**config.mk**
```make
export PLATFORM = sky130hd
export DESIGN_NAME = grid_renderer
export DESIGN_NICKNAME = d
export VERILOG_FILES = /design/src/rtl/grid_renderer_pkg.sv /design/src/rtl/grid_renderer_bus_writer.sv /design/src/rtl/grid_renderer.sv
export SDC_FILE = /design/constraint.sdc
export NUM_CORES = 1
export LEC_CHECK = 0
export BUFFER_PORTS_ARGS = -buffer_cell sky130_fd_sc_hd__buf_2
export CAP_MARGIN = 20
export CORE_ASPECT_RATIO = 1.4
export CORE_MARGIN = 5
export CORE_UTILIZATION = 40
export DETAILED_ROUTE_END_ITERATION = 10
export MAX_ROUTING_LAYER = met4
export SYNTH_ARGS = -nofsm -noshare
export SYNTH_HDL_FRONTEND = slang
export SYNTH_SLANG_ARGS = --single-unit
export TNS_END_PERCENT = 50
```
**constraint.sdc**
```tcl
create_clock -name clk -period 2.8 [get_ports clk]
set_input_delay 0.28 -clock clk [delete_from_list [all_inputs] [get_ports clk]]
set_output_delay 0.28 -clock clk [all_outputs]
set_load 0.1 [all_outputs]
```
**src/rtl/grid_renderer_pkg.sv**
```systemverilog
// grid_renderer shared types and constants
// Sequencer states, panel commands, object codes and palette
package grid_renderer_pkg;

  typedef enum logic [1:0] {
    ST_UNINIT,
    ST_INIT,
    ST_IDLE,
    ST_CELL
  } state_t;

  typedef enum logic [2:0] {
    OBJ_EMPTY,
    OBJ_BODY,
    OBJ_HEAD,
    OBJ_APPLE,
    OBJ_BORDER,
    OBJ_RSV5,
    OBJ_RSV6,
    OBJ_RSV7
  } obj_t;

  localparam logic [7:0] CMD_SWRESET = 8'h01;
  localparam logic [7:0] CMD_SLPOUT  = 8'h11;
  localparam logic [7:0] CMD_COLMOD  = 8'h3A;
  localparam logic [7:0] CMD_MADCTL  = 8'h36;
  localparam logic [7:0] CMD_DISPON  = 8'h29;
  localparam logic [7:0] CMD_CASET   = 8'h2A;
  localparam logic [7:0] CMD_RASET   = 8'h2B;
  localparam logic [7:0] CMD_RAMWR   = 8'h2C;

  // RGB565 colour for an object code; reserved codes draw black
  function automatic logic [15:0] palette(input logic [2:0] code);
    logic [15:0] c;
    case (obj_t'(code))
      OBJ_BODY:   c = 16'h07E0;
      OBJ_HEAD:   c = 16'h03E0;
      OBJ_APPLE:  c = 16'hF800;
      OBJ_BORDER: c = 16'hFFFF;
      default:    c = 16'h0000;
    endcase
    return c;
  endfunction

endpackage

```
**src/rtl/grid_renderer_bus_writer.sv**
```systemverilog
// lcd_bus_writer: word handshake to 8080-style strobes
// Two cycles per word, csx held low across a frame of words
module lcd_bus_writer #(
  parameter int BUS_W = 8
) (
  input  logic             i_clk,
  input  logic             i_rst,
  input  logic             i_valid,
  input  logic [BUS_W-1:0] i_word,
  input  logic             i_dcx,
  input  logic             i_last,
  output logic             o_ready,
  output logic             o_fin,
  output logic             o_csx,
  output logic             o_dcx,
  output logic             o_wrx,
  output logic [BUS_W-1:0] o_d
);

  logic             r_act;
  logic             r_ph;
  logic             r_last;
  logic             r_csx;
  logic             r_dcx;
  logic             r_wrx;
  logic [BUS_W-1:0] r_d;
  logic             w_take;

  // A new word may be taken when idle or in phase B of the current one
  assign o_ready = !r_act || r_ph;
  assign o_fin   = r_act && r_ph && r_last;
  assign w_take  = i_valid && o_ready;
  assign o_csx   = r_csx;
  assign o_dcx   = r_dcx;
  assign o_wrx   = r_wrx;
  assign o_d     = r_d;

  // Phase A drives wrx low, phase B releases it; csx rises after the last word
  always_ff @(posedge i_clk or posedge i_rst) begin
    if (i_rst) begin
      r_act  <= 1'b0;
      r_ph   <= 1'b0;
      r_last <= 1'b0;
      r_csx  <= 1'b1;
      r_dcx  <= 1'b1;
      r_wrx  <= 1'b1;
      r_d    <= '0;
    end else if (w_take) begin
      r_act  <= 1'b1;
      r_ph   <= 1'b0;
      r_last <= i_last;
      r_csx  <= 1'b0;
      r_wrx  <= 1'b0;
      r_dcx  <= i_dcx;
      r_d    <= i_word;
    end else if (r_act && !r_ph) begin
      r_ph  <= 1'b1;
      r_wrx <= 1'b1;
    end else if (o_fin) begin
      r_act <= 1'b0;
      r_ph  <= 1'b0;
      r_csx <= 1'b1;
    end
  end

endmodule

```
**src/rtl/grid_renderer.sv**
```systemverilog
// grid_renderer: cell requests to ILI9341 command/data sequences
// Sequencer FSM, address arithmetic, pixel and wait counters
module grid_renderer
  import grid_renderer_pkg::*;
#(
  parameter int GRID_W    = 16,
  parameter int GRID_H    = 16,
  parameter int CELL_PX   = 15,
  parameter int X_OFS     = 0,
  parameter int Y_OFS     = 0,
  parameter int BUS_W     = 8,
  parameter int INIT_WAIT = 600000
) (
  input  logic                      clk,
  input  logic                      rst,
  input  logic                      start_init,
  output logic                      init_done,
  input  logic                      cell_valid,
  output logic                      cell_ready,
  input  logic [$clog2(GRID_W)-1:0] cell_x,
  input  logic [$clog2(GRID_H)-1:0] cell_y,
  input  logic [2:0]                obj_code,
  output logic                      busy,
  output logic                      err_range,
  output logic                      lcd_csx,
  output logic                      lcd_dcx,
  output logic                      lcd_wrx,
  output logic [BUS_W-1:0]          lcd_d
);

  localparam int NPW = CELL_PX * CELL_PX * ((BUS_W == 16) ? 1 : 2);
  localparam int PW  = $clog2(CELL_PX * CELL_PX * 2 + 1);
  localparam int WW  = $clog2(INIT_WAIT + 1);

  state_t          r_state, w_nx_state;
  logic [3:0]      r_step, w_nx_step;
  logic [WW-1:0]   r_wait, w_nx_wait;
  logic [PW-1:0]   r_pix, w_nx_pix;
  logic            r_done, w_nx_done;
  logic            r_err, w_nx_err;
  logic [15:0]     r_x0, r_y0, r_col;
  logic [15:0]     w_x1, w_y1;
  logic            w_accept, w_oor;
  logic            w_v, w_dcx, w_last, w_is_pix;
  logic [7:0]      w_byte;
  logic [BUS_W-1:0] w_word, w_pixw;
  logic            w_rdy, w_fin;

  assign cell_ready = (r_state == ST_IDLE) && r_done && !r_err
                      && !start_init;
  assign w_accept   = cell_valid && cell_ready;
  assign w_oor      = (int'(cell_x) >= GRID_W) || (int'(cell_y) >= GRID_H);
  assign busy       = (r_state == ST_INIT) || (r_state == ST_CELL);
  assign init_done  = r_done;
  assign err_range  = r_err;
  assign w_x1       = r_x0 + 16'(CELL_PX - 1);
  assign w_y1       = r_y0 + 16'(CELL_PX - 1);
  assign w_pixw     = (BUS_W == 16) ? BUS_W'(r_col)
                    : BUS_W'(r_pix[0] ? r_col[7:0] : r_col[15:8]);
  assign w_word     = w_is_pix ? w_pixw : BUS_W'(w_byte);

  // Sequencer state and counters
  always_ff @(posedge clk or posedge rst) begin
    if (rst) begin
      r_state <= ST_UNINIT;
      r_step  <= '0;
      r_wait  <= '0;
      r_pix   <= '0;
      r_done  <= 1'b0;
      r_err   <= 1'b0;
    end else begin
      r_state <= w_nx_state;
      r_step  <= w_nx_step;
      r_wait  <= w_nx_wait;
      r_pix   <= w_nx_pix;
      r_done  <= w_nx_done;
      r_err   <= w_nx_err;
    end
  end

  // Capture cell origin and colour on accept
  always_ff @(posedge clk or posedge rst) begin
    if (rst) begin
      r_x0  <= '0;
      r_y0  <= '0;
      r_col <= '0;
    end else if (w_accept) begin
      r_x0  <= 16'(X_OFS) + 16'(cell_x) * 16'(CELL_PX);
      r_y0  <= 16'(Y_OFS) + 16'(cell_y) * 16'(CELL_PX);
      r_col <= palette(obj_code);
    end
  end

  // Next-state logic and word selection for the bus writer
  always_comb begin
    w_nx_state = r_state;
    w_nx_step  = r_step;
    w_nx_wait  = r_wait;
    w_nx_pix   = r_pix;
    w_nx_done  = r_done;
    w_nx_err   = 1'b0;
    w_v        = 1'b0;
    w_byte     = 8'h00;
    w_dcx      = 1'b0;
    w_last     = 1'b0;
    w_is_pix   = 1'b0;
    unique case (r_state)
      ST_UNINIT: begin
        if (start_init) begin
          w_nx_state = ST_INIT;
          w_nx_step  = 4'd0;
        end
      end
      ST_IDLE: begin
        if (start_init) begin
          w_nx_state = ST_INIT;
          w_nx_step  = 4'd0;
          w_nx_done  = 1'b0;
        end else if (w_accept) begin
          if (w_oor) begin
            w_nx_err = 1'b1;
          end else begin
            w_v        = 1'b1;
            w_byte     = CMD_CASET;
            w_nx_state = ST_CELL;
            w_nx_step  = 4'd1;
            w_nx_pix   = '0;
          end
        end
      end
      ST_INIT: begin
        case (r_step)
          4'd0, 4'd2: begin
            if (r_step == 4'd0 || r_wait == '0) begin
              w_v    = 1'b1;
              w_last = 1'b1;
              w_byte = (r_step == 4'd0) ? CMD_SWRESET : CMD_SLPOUT;
              if (w_rdy) w_nx_step = r_step + 4'd1;
            end else begin
              w_nx_wait = r_wait - WW'(1);
            end
          end
          4'd1, 4'd3: begin
            if (w_fin) begin
              w_nx_wait = WW'(INIT_WAIT - 1);
              w_nx_step = r_step + 4'd1;
            end
          end
          4'd4: begin
            if (r_wait == '0) begin
              w_v    = 1'b1;
              w_byte = CMD_COLMOD;
              if (w_rdy) w_nx_step = 4'd5;
            end else begin
              w_nx_wait = r_wait - WW'(1);
            end
          end
          4'd5, 4'd6, 4'd7, 4'd8: begin
            w_v    = 1'b1;
            w_dcx  = (r_step == 4'd5) || (r_step == 4'd7);
            w_last = (r_step == 4'd8);
            w_byte = (r_step == 4'd5) ? 8'h55
                   : (r_step == 4'd6) ? CMD_MADCTL
                   : (r_step == 4'd7) ? 8'h00 : CMD_DISPON;
            if (w_rdy) w_nx_step = r_step + 4'd1;
          end
          default: begin
            if (w_fin) begin
              w_nx_done  = 1'b1;
              w_nx_state = ST_IDLE;
            end
          end
        endcase
      end
      ST_CELL: begin
        case (r_step)
          4'd11: begin
            w_v      = 1'b1;
            w_dcx    = 1'b1;
            w_is_pix = 1'b1;
            w_last   = (r_pix == PW'(NPW - 1));
            if (w_rdy) begin
              w_nx_pix = r_pix + PW'(1);
              if (w_last) w_nx_step = 4'd12;
            end
          end
          4'd12: begin
            if (w_fin) w_nx_state = ST_IDLE;
          end
          default: begin
            w_v   = 1'b1;
            w_dcx = (r_step != 4'd5) && (r_step != 4'd10);
            unique case (1'b1)
              r_step == 4'd1: w_byte = r_x0[15:8];
              r_step == 4'd2: w_byte = r_x0[7:0];
              r_step == 4'd3: w_byte = w_x1[15:8];
              r_step == 4'd4: w_byte = w_x1[7:0];
              r_step == 4'd5: w_byte = CMD_RASET;
              r_step == 4'd6: w_byte = r_y0[15:8];
              r_step == 4'd7: w_byte = r_y0[7:0];
              r_step == 4'd8: w_byte = w_y1[15:8];
              r_step == 4'd9: w_byte = w_y1[7:0];
              default:        w_byte = CMD_RAMWR;
            endcase
            if (w_rdy) w_nx_step = r_step + 4'd1;
          end
        endcase
      end
    endcase
  end

  lcd_bus_writer #(.BUS_W(BUS_W)) u_wr (
    .i_clk   (clk),
    .i_rst   (rst),
    .i_valid (w_v),
    .i_word  (w_word),
    .i_dcx   (w_dcx),
    .i_last  (w_last),
    .o_ready (w_rdy),
    .o_fin   (w_fin),
    .o_csx   (lcd_csx),
    .o_dcx   (lcd_dcx),
    .o_wrx   (lcd_wrx),
    .o_d     (lcd_d)
  );

endmodule
```
==> results of run 1 <==
worst max-delay path by stage:
stage                             end  cells after the start
after CTS                 u_wr.o_d[3]                      6
after global placement        r_x0[7]                     12
after detailed placement      r_x0[7]                     12
final                     u_wr.o_d[3]                      6
after floorplan           u_wr.o_d[1]                      8
after global routing        r_wait[2]                      8
per-stage QoR:
step	TNS [ns]	setup WS [ns]	util	std cells
floorplan	-2.956	-0.2457	-	609
global placement	0	0.03271	0.4438	787
detailed placement	-0.05549	-0.05549	0.4438	787
CTS	0	0.1102	0.4712	803
global route	0	0.008805	0.4712	803
finish	0	0.1122	0.4712	803
report_power, final:
group / internal (mW) / switching [mW] / leakage, nW
Clock: 0.896 / 0.442 / 0.166
Sequential: 1.36 / 0.368 / 0.880
Combinational: 1.53 / 2.63 / 1.71
worst reg2reg max path, stage by stage (launching register included):
cell	delay, ns
dfrtp_1	0.37
or4_1	0.57
or3_1	0.35
or4_4	0.55
a21oi_2	0.24
buf_12	0.19
mux2_4	0.31
flip-flops by register name, summed over array words and instances (netlist names), 2 cells and up:
name	flops
r_col	4
r_x0	8
r_y0	8
r_pix	9
r_step	4
u_wr.o_d	8
r_state	2
r_wait	20
kinds of logic (layout without fill, tap and decap cells):
logic type               Yosys count  count (layout)  share of synthesized area
AND/OR/NAND/NOR                  222             222                     0.2150
AO/OA/AOI/OAI                    171             171                     0.2130
flip-flops                        70              70                     0.3400
buffers and inverters             68             109                    0.05259
adder cells (fa/ha/maj)           41              41                     0.1139
XOR/XNOR                          26              26                    0.04411
multiplexers                      10              10                    0.02060
other                              1               1                  0.0007264
cell usage after synthesis (5+ instances only):
| library cell | count |
|---|---|
| or3_1 | 7 |
| mux2i_1 | 5 |
| nand3_1 | 15 |
| nand2b_1 | 12 |
| xnor2_1 | 14 |
| nor2b_1 | 13 |
| ha_1 | 31 |
| o22ai_1 | 7 |
| o21a_1 | 5 |
| o31ai_1 | 8 |
| nor2_1 | 54 |
| a31oi_1 | 19 |
| nor3_1 | 16 |
| fa_1 | 10 |
| inv_1 | 29 |
| clkbuf_1 | 29 |
| a21oi_1 | 32 |
| mux2_2 | 5 |
| and2_1 | 5 |
| buf_2 | 7 |
| xor2_1 | 12 |
| a21o_1 | 5 |
| nand2_1 | 61 |
| dfrtp_1 | 67 |
| and3_1 | 11 |
| nor4_1 | 6 |
| o21ai_0 | 50 |
per-layer routing:
layer / wire (um) / vias to the layer above
met3: 443 / 42
li1: - / 2261
met2: 7294 / 105
met1: 5233 / 2239
met5: 0 / -
met4: 684 / 0
final cells by class:
class / count / share of cell area
timing repair buffer: 64 / 0.07247
multi-input combinational: 471 / 0.5271
clock inverter: 5 / 0.01770
tap: 153 / 0.03186
sequential: 70 / 0.2924
inverter: 29 / 0.01812
clock buffer: 11 / 0.04040
==> results.yml, run 1 <==
critical_path:
  cp_max_fo: 22
  timing.rr.end: "u_wr.o_d[3]"
  worst-path-buf-inv: 1
  end_kind: "register"
  start_kind: "register"
  crit_required_ns: 3.03
  r2r-start: "r_wait[12]"
  critical_path.max_stage_delay_ns: 0.57
  path_cells: "or4_1, or3_1, or4_4, a21oi_2, buf_12, mux2_4"
  rrSetupSlack_ns: 0.11
  startpoint: "r_wait[12]"
  path_delay_family: "simple AND/OR/NAND/NOR gates"
  crit_slowest_cell: "or4_1"
  critPathArrivalTime_ns: 2.91
  r2r_cells: 6
  critical_path_class: "register to register"
cts:
  cts.root.buffer_cell: "clkbuf_16"
  hold_buffers: 0
  cts_buffers: 9
  htreeDepth: 3
  cts.sinks: 70
  clkTransAtPathRegs_ns: 0.06
  cts_resized: 0
  post_cts_buffers: 0
  clockBufferDepth: 2
  clock_latency_ns: 0.34
  cts_tree: "yes"
global_routing:
  use_met3: 0.02546
  grt_pass1_vias: 4623
  grt_max_degree: 43
  grt_overflow_total: 0
  antenna_found_initial: 0
  grt_pass1_wl_um: 22710
  use_met2: 0.3505
  busiest_layer: "met2"
  grt.total_usage: 0.1918
  use_met1: 0.1951
cells_and_area:
  insertedDiodeCount: 0
  mostFrequentLayoutCell: "dfrtp_1"
  area_delta_synth_final_pct: 16.38
  num-nets-final: 701
  final_cell_mix: "66 x dfrtp_1, 61 x nand2_1, 54 x nor2_1, 50 x o21ai_0, 34 x buf_4"
  nFillCells: 1257
  fin_area_sq_um: 6008
  regArea_sq_um: 1757
  drive_above_1_share: 0.1585
  multi_input_comb_area_sq_um: 3167
synth:
  yosys.area.top_type: "dfrtp_1"
  synth.distinct_cells: 66
  yosysWarnings: 0
  synth_top_area_frac: 0.3248
  post_synth_inst_count: 609
  synthTopCellsByArea: "dfrtp_1 32%, ha_1 7.5%, o21ai_0 4.8%"
  synth_ff_type: "dfrtp_1"
  mappedNetlistArea_sq_um: 5162
  syn_area_per_cell_sq_um: 8.477
  synth_edf_count: 0
  synthArstFlopShare: 1.000
  syn-num-nets: 665
  synth-seq-cells: 70
  seq_area_frac_synth: 0.3400
timing:
  min_period_over_period: 0.9599
  maxSlewHeadroom: 0.4807
  setup_viol: 0
  rsz0062_at_grt: "no"
  max_freq_ghz: 0.3721
  worst_pin_slew_ns: 0.7718
  hold_slack_ns: 0.02423
  finalMaxSlewViolations: 0
  fin_crit_ns: 2.688
  finClkSkew_ns: 0.006428
  hold_violations: 0
die:
  io_pins: 30
  num_rows: 49
  die_area_sq_um: 15310
  coreArea_sq_um: 12750
  die_x_um: 106.0
  start_util: 0.4048
  die_h_um: 144.4
run_status:
  outcome: "completed"
route:
  dr.first_iter.drc_count: 202
  num_vias: 4647
  viasPerCell: 5.787
  drc: 0
  drt_wl_total_um: 13660
  wl_per_cell_um: 17.00
  ant_nets: 0
  drt-pass1-iter-count: 4
pwr:
  peakVddDrop_mv: 0.5992
  pwr_density_cell_nw_per_um2: 1203
  power_leakage_nw: 2.761
  total_power_mw: 7.228
place:
  portBuffers: 28
  place_hpwl_um: 10500
  routabilityCongestion: 0.9528
  dpl_cell_area_sq_um: 5659
worst_hold_path:
  hp-class: "input port to asynchronous set/reset pin"
flow_run:
  cap_viol_max_count: 0
(Power assumes the default switching activity.)
==> inputs of run 2 (changes only) <==
--- a/config.mk
+++ b/config.mk
@@ -5,6 +5,7 @@
 export SDC_FILE = /design/constraint.sdc
 export NUM_CORES = 1
 export LEC_CHECK = 0
+export ABC_AREA = 1
 export BUFFER_PORTS_ARGS = -buffer_cell sky130_fd_sc_hd__buf_2
 export CAP_MARGIN = 20
 export CORE_ASPECT_RATIO = 1.4
@@ -12,6 +13,7 @@
 export CORE_UTILIZATION = 40
 export DETAILED_ROUTE_END_ITERATION = 10
 export MAX_ROUTING_LAYER = met4
+export SKIP_LAST_GASP = 1
 export SYNTH_ARGS = -nofsm -noshare
 export SYNTH_HDL_FRONTEND = slang
 export SYNTH_SLANG_ARGS = --single-unit
==> results.yml, run 2 <==
route:
  drt-pass1-iter-count: 5
  num_vias: 4822
  wl_met1_um: 5373
  wl_per_cell_um: 13.60
  highest_layer: "met4"
  dr.first_iter.drc_count: 251
  viasPerCell: 5.060
  ant_nets: 0
  wl_met2_um: 6891
  drc: 0
  wl_met3_um: 327
  drt_wl_total_um: 12960
timing:
  hold_slack_ns: 0.04556
  worst_pin_slew_ns: 0.6970
  min_period_over_period: 0.8606
  setup_viol: 0
  finClkSkew_ns: 0.008870
  rsz0062_at_grt: "no"
  finalMaxSlewViolations: 0
  hold_violations: 0
  maxSlewHeadroom: 0.5347
  fin_crit_ns: 2.410
  max_freq_ghz: 0.4150
  fin_setup_tns_ns: 0
  layout_setup_ws_ns: 0.3904
pwr:
  internal_power_mw: 2.003
  p_clk_frac: 0.519
  pwr_density_cell_nw_per_um2: 422.4
  comb_power_share: 0.088
  seq_power_share: 0.393
  p_sw_uw: 573.1
  total_power_mw: 2.576
  peakVddDrop_mv: 0.2259
  power_leakage_nw: 3.064
  swShare: 0.2225
place:
  place_hpwl_um: 10330
  dpl_cell_area_sq_um: 5748
  portBuffers: 28
  pre_cts_ws_ns: 0.1618
  routabilityCongestion: 0.8529
  placed_cells: 937
worst_hold_path:
  hp-class: "input port to asynchronous set/reset pin"
cts:
  clockBufferDepth: 2
  clkTransAtPathRegs_ns: 0.06
  hold_buffers: 0
  cts_tree: "yes"
  cts_resized: 0
  post_cts_buffers: 0
  cts_buffers: 9
  cts.sinks: 70
  htreeDepth: 3
  cts.root.buffer_cell: "clkbuf_16"
  clock_latency_ns: 0.34
die:
  num_rows: 50
  die_x_um: 108.1
  io_pins: 30
  coreArea_sq_um: 13330
  die_area_sq_um: 15930
  die_h_um: 147.3
  start_util: 0.4044
cells_and_area:
  area_delta_synth_final_pct: 13.14
  insertedDiodeCount: 0
  stdcell_count: 953
  multi_input_comb_area_sq_um: 3194
  fin_area_sq_um: 6097
  regArea_sq_um: 1755
  fin_util: 0.4576
  largest_reg_flops: 20
  nFillCells: 1366
  num-nets-final: 822
  reg_top3: "r_wait: 20 flops, r_pix: 9 flops"
  final_cell_mix: "207 x nand2_1, 82 x inv_1, 67 x dfrtp_1, 63 x nand3_1"
  mostFrequentLayoutCell: "nand2_1"
  drive_above_1_share: 0.1258
  top_register: "r_wait"
global_routing:
  grt_overflow_total: 0
  grt_max_degree: 42
  grt_pass1_wl_um: 22480
  antenna_found_initial: 0
  grt_pass1_vias: 4872
  grt.total_usage: 0.1788
synth:
  syn_area_per_cell_sq_um: 7.342
  post_synth_inst_count: 734
  synth_top_area_frac: 0.3111
  synth-seq-cells: 70
  syn-num-nets: 790
  synth_edf_count: 0
  synth_ff_type: "dfrtp_1"
  mappedNetlistArea_sq_um: 5389
  synthTopCellsByArea: "dfrtp_1 31%, nand2_1 14%, ha_1 7.2%"
  synth_commonest_cells: "207 x nand2_1, 83 x inv_1, 67 x dfrtp_1"
  synthArstFlopShare: 1.000
  yosysWarnings: 0
  synth.distinct_cells: 42
  yosysMostFrequentCell: "nand2_1"
  seq_area_frac_synth: 0.3257
  yosys.area.top_type: "dfrtp_1"
run_status:
  outcome: "completed"
flow_run:
  cap_viol_max_count: 0
critical_path:
  r2r-start: "r_step[0]"
  r2r_cells: 12
  rrSetupSlack_ns: 0.39
  cp_max_fo: 13
  crit_required_ns: 3.00
  critical_path_class: "register to register"
  timing.rr.end: "u_wr.r_act"
  end_kind: "register"
  start_kind: "register"
  critPathArrivalTime_ns: 2.61
-- run 2: cell count changes after synthesis, moves of 8 or more --
cell | before | now
a21oi_1 | 32 | 19
a31oi_1 | 19 | 1
and3_1 | 11 | 0
clkbuf_1 | 29 | 8
inv_1 | 29 | 83
nand2_1 | 61 | 207
nand2b_1 | 12 | 0
nand3_1 | 15 | 63
nand4_1 | 2 | 13
nor2b_1 | 13 | 0
o21ai_0 | 50 | 58
o31ai_1 | 8 | 0
xnor2_1 | 14 | 6
-- run 2: worst max-delay path: stages (launching register included) --
cell	delay, ns
dfrtp_1	0.48
inv_1	0.10
ha_1	0.34
nand3_2	0.19
nand2_1	0.11
nor2_4	0.16
nand3_1	0.09
nand2_1	0.06
inv_1	0.04
nand2_1	0.07
nand3_2	0.22
nand2_2	0.28
o21ai_0	0.13
-- run 2: layout make-up --
| class | instances | share of cell area |
|---|---|---|
| Clock buffer | 11 | 0.03981 |
| Clock inverter | 5 | 0.01744 |
| Inverter | 88 | 0.05500 |
| Multi-Input combinational cell | 558 | 0.5239 |
| Sequential cell | 70 | 0.2879 |
| Tap cell | 182 | 0.03735 |
| Timing Repair Buffer | 39 | 0.03858 |
-- run 2: cell families (layout without fill, tap and decap cells) --
| logic type | count (synthesis) | in the layout | share of synthesized area |
|---|---|---|---|
| compound gates | 106 | 106 | 0.1142 |
| xor+xnor | 25 | 25 | 0.04063 |
| fa+ha+maj | 41 | 41 | 0.1091 |
| buf+inv | 106 | 143 | 0.08289 |
| flops | 70 | 70 | 0.3257 |
| other cells | 1 | 1 | 0.0006959 |
| simple gates | 385 | 385 | 0.3267 |
-- run 2: worst max path at each step --
stage | startpoint | endpoint | slack, ns | depth (start not counted)
finish | r_step[0] | u_wr.r_act | 0.39 | 12
global route | r_step[0] | u_wr.r_act | 0.1 | 12
CTS | r_wait[0] | u_wr.o_d[3] | 0.37 | 11
detailed placement | cell_x[0] | r_x0[7] | 0.16 | 13
global placement | cell_x[0] | r_x0[7] | 0.21 | 13
floorplan | init_done | r_pix[4] | 0.17 | 9
-- run 2: power groups by stage --
stage	clock network (mW)	logic [mW]	registers, mW
finish	1.34	0.227	1.01
CTS	1.36	0.233	1.01
global route	1.40	0.266	1.01
detailed placement	0	0.232	1.03
floorplan	0	0.168	1.03
global placement	0	0.220	1.03
-- run 2: routing by layer --
metal  track usage  up-vias
met5             -        -
met4       0.07581        0
met3       0.02110       25
met2        0.3154       89
met1        0.2017     2258
li1              -     2450
==> inputs of run 3 (changes only) <==
--- a/config.mk
+++ b/config.mk
@@ -13,6 +13,7 @@
 export CORE_UTILIZATION = 40
 export DETAILED_ROUTE_END_ITERATION = 10
 export MAX_ROUTING_LAYER = met4
+export RECOVER_POWER = 100
 export SKIP_LAST_GASP = 1
 export SYNTH_ARGS = -nofsm -noshare
 export SYNTH_HDL_FRONTEND = slang
==> results.yml, run 3 (synthesis results as in run 2) <==
place:
  portBuffers: 28
  place_hpwl_um: 10330
  placed_cells: 937
  dpl_cell_area_sq_um: 5748
  routabilityCongestion: 0.8529
die:
  num_rows: 50
  die_h_um: 147.3
  coreArea_sq_um: 13330
  io_pins: 30
  die_area_sq_um: 15930
  die_x_um: 108.1
  start_util: 0.4044
run_status:
  outcome: "completed"
critical_path:
  start_kind: "register"
  critical_path_class: "register to register"
  critPathMostFrequentCell: "nand2_1"
  crit_slowest_cell: "dfrtp_1"
  critical_path.max_stage_delay_ns: 0.72
  cp_max_fo: 9
  end_kind: "register"
  crit_required_ns: 3.03
  path_cells: "nand2_1, inv_1, nand2_1, nor2_4, nand2_1, nand2_1, nand2_1, nor2_1, nand2_1, o21ai_0, a21oi_1"
  critPathArrivalTime_ns: 2.70
  r2r_cells: 11
cts:
  clock_latency_ns: 0.34
  hold_buffers: 0
  htreeDepth: 3
  cts.sinks: 70
  cts_buffers: 9
  post_cts_buffers: 0
  cts_tree: "yes"
  clkTransAtPathRegs_ns: 0.06
  clockBufferDepth: 2
  cts_resized: 0
  cts.root.buffer_cell: "clkbuf_16"
timing:
  min_period_over_period: 0.8818
  rsz0062_at_grt: "no"
  max_freq_ghz: 0.4050
  worst_pin_slew_ns: 1.200
  finClkSkew_ns: 0.008643
  finalMaxSlewViolations: 0
  hold_violations: 0
  fin_crit_ns: 2.469
  fin_setup_tns_ns: 0
  setup_viol: 0
  maxSlewHeadroom: 0.2036
pwr:
  pwr_density_cell_nw_per_um2: 428.8
  power_leakage_nw: 2.985
  peakVddDrop_mv: 0.2246
route:
  viasPerCell: 5.039
  drt-pass1-iter-count: 5
  drt_wl_total_um: 12970
  dr.first_iter.drc_count: 248
  num_vias: 4802
  ant_nets: 0
  drc: 0
  wl_per_cell_um: 13.61
cells_and_area:
  fin_util: 0.4507
  fin_area_sq_um: 6006
  top_register: "r_wait"
  mostFrequentLayoutCell: "nand2_1"
  stdcell_count: 953
  insertedDiodeCount: 0
  num-nets-final: 822
  area_delta_synth_final_pct: 11.45
  final_cell_mix: "210 x nand2_1, 86 x inv_1, 67 x dfrtp_1, 63 x nand3_1, 62 x o21ai_0"
  largest_reg_flops: 20
  reg_top3: "r_wait: 20 flops, r_pix: 9 flops"
  drive_above_1_share: 0.08301
global_routing:
  grt.total_usage: 0.1788
  grt_overflow_total: 0
  grt_max_degree: 42
  grt_pass1_wl_um: 22480
  antenna_found_initial: 0
  grt_pass1_vias: 4872
flow_run:
  cap_viol_max_count: 0
worst_hold_path:
  hp-class: "input port to asynchronous set/reset pin"
run 3: cell count changes in the layout (fill, tap and decap cells not counted), sizes merged:
cell    before  now
buf         39   17
clkbuf      11   33
run 3: final timing paths:
kind                        startpoint         end  slack, ns
setup / recovery             r_step[3]    r_pix[4]       0.33
hold / removal                     rst  r_wait[17]       0.23
setup reg to reg             r_step[3]    r_pix[4]       0.33
hold reg to reg             u_wr.o_dcx  u_wr.o_dcx       0.47
max in group asynchronous          rst     r_x0[7]       0.99
min in group clk           obj_code[1]   r_col[14]       0.23
run 3: worst max-delay path, delay by kind of cell (launching register included):
family                 cells  cell delay, ns
AND/OR/NAND/NOR            8            1.29
buffers and inverters      1            0.13
flip-flops                 1            0.72
AO/OA/AOI/OAI              2            0.21
run 3: power breakdown:
group          switching, mW  internal [mW]  leakage [nW]  total [mW]
sequential                 0           1.01         0.811        1.01
clock                  0.443          0.898         0.166        1.34
combinational          0.133         0.0898          2.01       0.223
run 3: metrics by stage:
step / total power [mW] / setup slack (ns) / hold WS [ns]
after floorplan: 1.198 / 0.1712 / 0.3896
after global placement: 1.250 / 0.2075 / 0.4265
after detailed placement: 1.262 / 0.1618 / 0.4231
after CTS: 2.607 / 0.3688 / 0.06047
after global routing: 2.671 / 0.04853 / 0.2578
final: 2.575 / 0.3311 / 0.2314
run 3: routing by layer:
metal | wire length (um) | GRT usage
met3 | 296 | 0.02110
met1 | 5394 | 0.2017
met2 | 6917 | 0.3154
met5 | 0 | -
met4 | 363 | 0.07581
run 3: layout make-up:
cell class,instances,area (sq um)
clock inverters,5,106.4
fillers,1378,7320
clock buffers,11,242.7
flip-flops and latches,70,1755
well taps,182,227.7
inverters,88,335.3
multi-input cells,558,3152
repair buffers,39,186.4
